<file path="src/rtl/cp0_irq.sv">
// Coprocessor 0 with NUM_IRQ external lines plus a Count/Compare timer.
// Each external line is level or edge-captured; Cause records the highest-priority winner.
module cp0_irq #(
  parameter int                 NUM_IRQ   = 1,
  parameter logic [NUM_IRQ-1:0] EDGE_MASK = '0
) (
  input  logic               clock,
  input  logic               reset,
  input  logic [NUM_IRQ-1:0] irq,
  input  logic [4:0]         regnum,
  input  logic [31:0]        wr_data,
  input  logic [29:0]        next_pc,
  input  logic               MTC0,
  input  logic               ERET,
  output logic [31:0]        rd_data,
  output logic [29:0]        EPC,
  output logic               TakenInterrupt
);

  localparam logic [4:0] REG_COUNT   = 5'd9;
  localparam logic [4:0] REG_COMPARE = 5'd11;
  localparam logic [4:0] REG_STATUS  = 5'd12;
  localparam logic [4:0] REG_CAUSE   = 5'd13;
  localparam logic [4:0] REG_EPC     = 5'd14;

  logic [31:0]        count;
  logic [31:0]        compare;
  logic [7:0]         im;
  logic               ie;
  logic               exl;
  logic               tp;
  logic [NUM_IRQ-1:0] edge_pend;
  logic [NUM_IRQ-1:0] irq_prev;
  logic [2:0]         exc_code;
  logic [29:0]        epc_q;

  logic [7:0]         ip;
  logic [7:0]         pending;
  logic [2:0]         winner;
  logic               wr_count, wr_compare, wr_status, wr_cause, wr_epc;
  logic [NUM_IRQ-1:0] edge_rise;
  logic [NUM_IRQ-1:0] edge_clr;
  logic [NUM_IRQ-1:0] edge_pend_nxt;

  // Highest set request bit wins; the timer sits at bit 7.
  function automatic logic [2:0] prio_index(input logic [7:0] req);
    logic [2:0] idx;
    idx = 3'd0;
    for (int k = 0; k < 8; k++) begin
      if (req[k]) idx = 3'(k);
    end
    return idx;
  endfunction

  assign wr_count   = MTC0 && (regnum == REG_COUNT);
  assign wr_compare = MTC0 && (regnum == REG_COMPARE);
  assign wr_status  = MTC0 && (regnum == REG_STATUS);
  assign wr_cause   = MTC0 && (regnum == REG_CAUSE);
  assign wr_epc     = MTC0 && (regnum == REG_EPC);

  always_comb begin
    ip    = '0;
    ip[7] = tp;
    for (int i = 0; i < NUM_IRQ; i++) begin
      ip[i] = EDGE_MASK[i] ? edge_pend[i] : irq[i];
    end
  end

  assign pending        = ip & im;
  assign winner         = prio_index(pending);
  assign TakenInterrupt = (|pending) & ie & ~exl;

  // A rising edge in the same cycle as a write-1-to-clear keeps the line pending.
  assign edge_rise     = irq & ~irq_prev & EDGE_MASK;
  assign edge_clr      = wr_data[8 +: NUM_IRQ] & {NUM_IRQ{wr_cause}};
  assign edge_pend_nxt = (edge_rise | (edge_pend & ~edge_clr)) & EDGE_MASK;

  always_comb begin
    rd_data = '0;
    case (regnum)
      REG_COUNT:   rd_data = count;
      REG_COMPARE: rd_data = compare;
      REG_STATUS:  rd_data = {16'b0, im, 6'b0, exl, ie};
      REG_CAUSE:   rd_data = {16'b0, ip, 3'b0, exc_code, 2'b0};
      REG_EPC:     rd_data = {epc_q, 2'b00};
      default:     rd_data = '0;
    endcase
  end

  assign EPC = epc_q;

  always_ff @(posedge clock) begin
    if (!reset) begin
      count     <= '0;
      compare   <= '1;
      im        <= '0;
      ie        <= 1'b0;
      exl       <= 1'b0;
      tp        <= 1'b0;
      edge_pend <= '0;
      irq_prev  <= '0;
      exc_code  <= '0;
      epc_q     <= '0;
    end else begin
      count     <= wr_count ? wr_data : count + 32'd1;
      edge_pend <= edge_pend_nxt;
      irq_prev  <= irq;

      // Match uses the pre-increment Count; a Compare write clears and dominates.
      if (wr_compare) begin
        compare <= wr_data;
        tp      <= 1'b0;
      end else if (count == compare) begin
        tp <= 1'b1;
      end

      if (wr_status) begin
        im <= wr_data[15:8];
        ie <= wr_data[0];
      end

      if (TakenInterrupt) begin
        exl      <= 1'b1;
        exc_code <= winner;
        epc_q    <= next_pc;
      end else begin
        if (ERET)   exl   <= 1'b0;
        if (wr_epc) epc_q <= wr_data[31:2];
      end
    end
  end

endmodule
</file>
<file path="config.mk">
export PLATFORM = sky130hd
export DESIGN_NAME = cp0_irq
export DESIGN_NICKNAME = d
export VERILOG_FILES = /design/src/rtl/cp0_irq.sv
export SDC_FILE = /design/constraint.sdc
export NUM_CORES = 1
export LEC_CHECK = 0
export BUFFER_PORTS_ARGS = -buffer_cell sky130_fd_sc_hd__buf_2
export CAP_MARGIN = 20
export CORE_AREA = 4 4 144 146
export CTS_BUF_LIST = sky130_fd_sc_hd__clkbuf_16
export DETAILED_ROUTE_END_ITERATION = 8
export DIE_AREA = 0 0 148 150
export PLACE_DENSITY_LB_ADDON = 0.3
export SLEW_MARGIN = 40
export SYNTH_ARGS = -nofsm -noshare
export SYNTH_HDL_FRONTEND = slang
export SYNTH_SLANG_ARGS = --single-unit
</file>
<file path="constraint.sdc">
create_clock -name clock -period 1.7 [get_ports clock]
set_input_delay 0.085 -clock clock [delete_from_list [all_inputs] [get_ports clock]]
set_output_delay 0.085 -clock clock [all_outputs]
set_load 0.02 [all_outputs]
</file>
==> summary.md, run 1 <==
| Metric | Value |
|---|---|
| Root Buffer | clkbuf_16 |
| IO Port Bufs | approximately 130 |
| Type of the worst min-delay path | in2reg |
| Syn Nets | ~740 |
| Status | complete, no violations |
| TNS Setup | 0 ns |
| Worst vdd ir | 500.7 µV |
| GRT overflow | 0 |
| Global-route wire length before repair | 28,990 µm |
| Worst-margin pin slew | 0.4966 ns |
| Longest Clk Path Bufs | 2 |
| Synth Flop Type | dfxtp_1 |
| WP data arrival | 1.56 ns |
| Initial antenna violation count | 0 |
| F_max | just over 0.6 GHz |
| Seq pwr share | 0.502 |
| Leak | between 3 and 4 nW |
| DRC Markers | 0 |
| Dpl cell area | 6905 µm² |
| Routed WL | 18,410 µm |
| Power density cells | 684.5 nW/µm² |
| Syn_area_per_cell | 8.341 µm² |
| Synth unique cells | 38 |
| Largest net degree at the start of global routing | 107 |
| CP startpoint | count[0]$_SDFF_PN0_ |
| Crit path capture type | output port |
| Post-synth EDFFs | 0 |
| ANT nets after route | 0 |
| Final Critical Period | 1.647 ns |
| Initial Utilization | 0.2885 |
| Yosys warning count | 0 |
| Int Power | about 3.8 mW |
| Share of cells above drive strength 1 | 0.2668 |
| Sw power | 1.334 mW |
| Design Area, Final | 7436 µm² |
| Chip Height | 150 µm |
| Critical path's top delay family | compound AO/OA/AOI/OAI gates |
| 1st-iter DRT viols | roughly 460 |
| Yosys top cell by area | dfxtp_1 |
| DR WL/cell | 16.78 µm |
| Cells on worst reg2reg path | 8 |
| Clk_lat worst skew | 0.35 ns |
| RSZ-0062 raised after global routing | false |
| Synth Instances | between 600 and 700 |
| Relative slew slack | 0.6689 |
| Via count | 5,406 |
| Fin cells | 1,097 |
| Critical path class | reg2out |
| R2R setup slack | ~0.10 ns |
| RD Place Congestion | 0.8135 |
| Period utilization | 0.9686 |
| Num CTS Buffers | 9 |
| Reg2Reg Launch Point | count[1]$_SDFF_PN0_ |
| Placed Cells | between 1k and 1.5k |
| Clock Pin Slew Worst Setup and Hold Paths | approximately 0.080 ns |
| Cell Area, Synth | 5597 µm² |
| Core Footprint | 19,400 µm² |
| Ports | around 140 |
| Crit path cell chain | buf_4 -> a222oi_1 -> inv_1 -> buf_2 |
| TritonCTS clock tree | done |
| Fin nets | 900 |
| Top-area cell type share of the netlist area | 0.3792 |
| Final Hold Vio Count | 0 |
| Clock power share | 0.400 |
| Switch share | 0.2620 |
| Clock Skew | 0.01172 ns |
| Sequential area share after synthesis | 0.3792 |
| FF+latch count, synth | 106 |
| Max-Cap Viols | 0 |
| CP Capture Point | rd_data[0] |
| Endpoints failing setup | 0 |
| Gate power share | 0.098 |
| DP HPWL | 13,170 µm |
| H-tree levels | 3 |
| Crit path max-delay cell type | a222oi_1 |
| CP required | 1.62 ns |
| Most common cell after layout, fill and taps aside | nand2_1 |
| Fill cell count | 2,012 |
| Die Wd | 148 µm |
| R2r endpoint | count[23]$_SDFF_PN0_ |
| # diodes | 0 |
| Worst Path Buf+Inv | 3 |
| Asr flop ratio synth | 0 |
| Die area | 22,200 µm² |
| Max-slew violations | 0 |
| Area Growth Syn to Fin | 32.86% |
| Commonest cells after routing, fill and taps aside | nand2_1, buf_2, dfxtp_1 |
| TritonCTS Sinks | ~110 |
| Vias in the first global route | roughly 5.2k |
| Num rows | 51 |
| Vias per Instance | 4.928 |
| Max FO, Critical Path | 5 |
| GRT Util Overall | 0.1640 |
| DR pass1 iterations | 5 |
| Largest cells by area after synthesis | dfxtp_1, nand2_1, o211a_1 |
| Critical path startpoint category | flop |
| Critical Path Stages | 4 |
| Crit-path max cell delay | around 0.48 ns |
-- how the worst min path moves through the flow --
| stage | start | endpoint | cells after the start |
|---|---|---|---|
| floorplan | wr_data[0] | compare[0]$_SDFFE_PN1P_ | 2 |
| global placement | wr_data[1] | compare[1]$_SDFFE_PN1P_ | 3 |
| detailed placement | wr_data[1] | compare[1]$_SDFFE_PN1P_ | 3 |
| CTS | wr_data[23] | compare[23]$_SDFFE_PN1P_ | 3 |
| global route | wr_data[10] | compare[10]$_SDFFE_PN1P_ | 3 |
| finish | wr_data[9] | compare[9]$_SDFFE_PN1P_ | 3 |
-- sequential cells by signal (all words and copies together), names as in the netlist --
register  cells
exc_code      1
ie            1
count        32
exl           1
tp            1
compare      32
EPC          30
im            8
-- metal layers --
layer | wire length [µm] | vias to the layer above | share of wire | global-route usage
met3 | 893 | 13 | 0.049 | 0.02816
met5 | 0 | - | 0 | 0
met4 | 232 | 0 | 0.013 | 0.04203
met2 | 8445 | 141 | 0.46 | 0.2608
met1 | 8840 | 2546 | 0.48 | 0.2309
li1 | - | 2706 | - | -
-- logic make-up (layout without fill, tap and decap cells) --
logic type      count (synthesis)  in the layout  synth area share
compound gates                131            131            0.1860
xor+xnor                       62             62           0.09703
fa+ha+maj                       1              1          0.002235
buf+inv                        83            244           0.05947
flops                         106            106            0.3792
mux                            31             31           0.05544
simple gates                  257            257            0.2207
-- power groups by stage --
stage | Combinational, mW | Clock, mW | Sequential (mW)
CTS | 0.502 | 2.09 | 2.56
global route | 0.549 | 2.18 | 2.56
global placement | 0.460 | 0 | 2.61
detailed placement | 0.462 | 0 | 2.61
floorplan | 0.217 | 0 | 2.62
finish | 0.501 | 2.03 | 2.56
-- area by class of cell --
| class | instances | area, µm² | area share |
|---|---|---|---|
| multi-input combinational | 482 | 3183 | 0.4281 |
| sequential | 106 | 2132 | 0.2867 |
| timing repair buffer | 205 | 1425 | 0.1917 |
| tap | 265 | 331.6 | 0.04459 |
| clock buffer | 9 | 225.2 | 0.03029 |
| inverter | 23 | 86.33 | 0.01161 |
| clock inverter | 7 | 52.55 | 0.007067 |
-- cell usage after synthesis, types with 2 or more instances --
master    number
a21boi_0      10
a21oi_1       23
a222oi_1      29
a22oi_1        6
and3_1         6
and4_1         3
buf_2         15
clkbuf_1      43
clkbuf_2       2
dfxtp_1      106
inv_1         23
mux2i_1       31
nand2_1      139
nand2b_1       2
nand3_1       59
nand4_1       18
nor2_1         6
nor2b_1        2
nor3_1         5
nor3b_1        3
nor4_1         3
nor4_4         2
o211a_1       39
o21ai_0       22
xnor2_1       41
xor2_1        21
-- through the flow --
| step | hold slack, ns | utilization | total power, mW | worst slack (ns) |
|---|---|---|---|---|
| 6_report | 0.007185 | 0.3833 | 5.090 | 0.05345 |
| 5_1_grt | 0.01548 | 0.3833 | 5.295 | 0.004813 |
| 4_1_cts | 0.001961 | 0.3812 | 5.150 | 0.02073 |
| 3_5_place_dp | 0.3447 | 0.3560 | 3.077 | 0.04615 |
| 3_3_place_gp | 0.3404 | 0.3560 | 3.074 | 0.06790 |
| 2_1_floorplan | 0.2090 | - | 2.834 | 0.00008049 |
-- worst min-delay path, stage by stage --
cell and delay, ns:
buf_2 0.13, nand2_1 0.05, nand3_1 0.07
-- what timing repair did --
action                                  in CTS  in global routing
buffers inserted                             0                  1
endpoints found under the hold margin       21                  0
resized for setup                            1                 11
endpoints found under the setup margin       1                 25
hold buffers                                21                  0
pin swaps                                    0                  2
Note: power is estimated with default switching activity, not from simulation.
==> run 2, diff against run 1 <==
--- a/config.mk
+++ b/config.mk
@@ -8,7 +8,7 @@
 export BUFFER_PORTS_ARGS = -buffer_cell sky130_fd_sc_hd__buf_2
 export CAP_MARGIN = 20
 export CORE_AREA = 4 4 144 146
-export CTS_BUF_LIST = sky130_fd_sc_hd__clkbuf_16
+export CTS_BUF_LIST = sky130_fd_sc_hd__clkbuf_8
 export DETAILED_ROUTE_END_ITERATION = 8
 export DIE_AREA = 0 0 148 150
 export PLACE_DENSITY_LB_ADDON = 0.3
==> summary.md, run 2 (synthesis gave the netlist of run 1 again) <==
| Metric | Value |
|---|---|
| Status | complete, no violations |
| ANT nets after route | 0 (unchanged) |
| Worst Path Buf+Inv | 3 (unchanged) |
| Root Buffer | clkbuf_8 |
| Worst hold slack | 0.03097 ns (+0.02378 ns) |
| Final Critical Period | 1.662 ns (+0.01512 ns) |
| DRC Markers | 0 (unchanged) |
| Max FO, Critical Path | 5 (unchanged) |
| Core Footprint | 19,400 µm² (unchanged) |
| Most common cell after layout, fill and taps aside | nand2_1 |
| Critical path's top delay family | compound AO/OA/AOI/OAI gates |
| Crit path max-delay cell type | a222oi_1 |
| H-tree levels | 3 (unchanged) |
| Endpoints failing setup | 0 (unchanged) |
| Period utilization | 0.9775 (+0.008893) |
| Relative slew slack | 0.6649 (-0.004016) |
| Dpl cell area | 6905 µm² (unchanged) |
| GRT overflow | 0 (unchanged) |
| Clk_lat worst skew | 0.39 ns (+0.04 ns) |
| RD Place Congestion | 0.8135 (unchanged) |
| Type of the worst min-delay path | in2reg |
| Die area | 22,200 µm² (unchanged) |
| DR pass1 iterations | 8 (+3) |
| Crit path capture type | output port |
| Via count | 5,457 (+0.94%) |
| WP data arrival | 1.58 ns (+0.02 ns) |
| TritonCTS Sinks | 106 (unchanged) |
| Design Area, Final | 7498 µm² (+0.84%) |
| CP required | 1.62 ns (about the same) |
| Num rows | 51 (unchanged) |
| Power density cells | 612.6 nW/µm² (-11%) |
| Hold Startpoint | next_pc[7] |
| Ports | 135 (unchanged) |
| Crit-path max cell delay | 0.44 ns (-0.04 ns) |
| TritonCTS clock tree | done |
| Commonest cells after routing, fill and taps aside | nand2_1, buf_2, dfxtp_1 |
| Fin nets | 915 (+1.7%) |
| Global-route wire length before repair | 29,180 µm (+0.67%) |
| Die Wd | 148 µm (unchanged) |
| Vias in the first global route | 5,267 (+0.82%) |
| Num CTS Buffers | 9 (unchanged) |
| # diodes | 0 (unchanged) |
| Initial Utilization | 0.2885 (unchanged) |
| TNS Setup | 0 ns (unchanged) |
| Initial antenna violation count | 0 (unchanged) |
| Clock Skew | 0.01881 ns (+0.007095 ns) |
| Max-slew violations | 0 (unchanged) |
| Crit path cell chain | buf_4 -> a222oi_1 -> inv_1 -> buf_2 |
| Share of cells above drive strength 1 | 0.2692 (+0.002358) |
| Clock Pin Slew Worst Setup and Hold Paths | 0.12 ns (+0.04 ns) |
| Reg2Reg Launch Point | count[1]$_SDFF_PN0_ |
| GRT Util Overall | 0.1653 (+0.001340) |
| Area Growth Syn to Fin | 33.98% |
| Longest Clk Path Bufs | 2 (unchanged) |
| Leak | 3.710 nW (+0.66%) |
| F_max | 0.6018 GHz (-0.91%) |
| 1st-iter DRT viols | 433 (-6.1%) |
| Routed WL | 18,650 µm (+1.3%) |
| Worst-margin pin slew | 0.5026 ns (+0.006023 ns) |
| Final Hold Vio Count | 0 (unchanged) |
| Chip Height | 150 µm (unchanged) |
| Critical path startpoint category | flop |
| Power Total | 4.594 mW (-9.7%) |
| DP HPWL | 13,170 µm (unchanged) |
| Worst vdd ir | 355.3 µV (-29%) |
| Fill cell count | 2,007 (-0.25%) |
| Critical path class | reg2out |
| Largest net degree at the start of global routing | 107 (unchanged) |
| Vias per Instance | 4.907 (-0.42%) |
| DR WL/cell | 16.77 µm (about the same) |
| CP startpoint | count[1]$_SDFF_PN0_ |
| Max-Cap Viols | 0 (unchanged) |
| IO Port Bufs | 134 (unchanged) |
## run 2: changes by cell type in the layout (fill, tap and decap cells not counted), sizes merged
cell	change
buf	+3
dlygate4sd3	+12
## run 2: power by group
part	internal [mW]	total, mW	switching [mW]
logic	0.251	0.524	0.272
registers	2.52	2.56	0.0387
clock network	0.545	1.51	0.968
total	3.31	4.59	1.28
## run 2: final timing paths
path	slack, ns	endpoint	depth (start not counted)
setup / recovery	0.04	rd_data[1]	4
hold / removal	0.03	EPC[7]$_SDFFE_PN0P_	4
setup reg to reg	0.09	count[23]$_SDFF_PN0_	8
hold reg to reg	0.47	im[4]$_SDFFE_PN0P_	2
## run 2: repair_timing
action	4_1_cts	5_1_grt
resized for setup	1	19
hold buffers	33	0
cloned	0	0
pin swaps	0	9
endpoints found under the setup margin	1	35
endpoints found under the hold margin	51	0
setup buffers	1	4
## run 2: cell type report
class                      instances  area (µm²)  area share
clock inverter                     7       52.55    0.007008
multi-input combinational        482        3183      0.4245
sequential                       106        2136      0.2848
tap                              265       331.6     0.04422
clock buffer                       9       123.9     0.01652
timing repair buffer             220        1585      0.2114
inverter                          23       86.33     0.01151
## run 2: worst reg2reg max path: stages (launching register included)
cell and delay [ns]:
dfxtp_1 0.36, buf_4 0.15, nand4_1 0.09, buf_4 0.17, nor4_4 0.12, buf_4 0.21, nand4_1 0.12, xor2_1 0.17
a21oi_1 0.14
## run 2: stage by stage
| stage | util | std cells | setup WS, ns |
|---|---|---|---|
| floorplan | - | 671 | 0.00008049 |
| global placement | 0.3560 | 1059 | 0.06790 |
| detailed placement | 0.3560 | 1059 | 0.04615 |
| CTS | 0.3825 | 1109 | 0.008239 |
| global route | 0.3865 | 1112 | -0.01533 |
| finish | 0.3865 | 1112 | 0.03833 |
## run 2: routing by layer
layer,routed length [µm],part of all wire,vias up,GRT usage
met5,0,0,-,0
met4,268,0.014,0,0.04665
met2,8521,0.46,152,0.2606
met3,899,0.048,18,0.03150
li1,-,-,2732,-
met1,8958,0.48,2555,0.2311
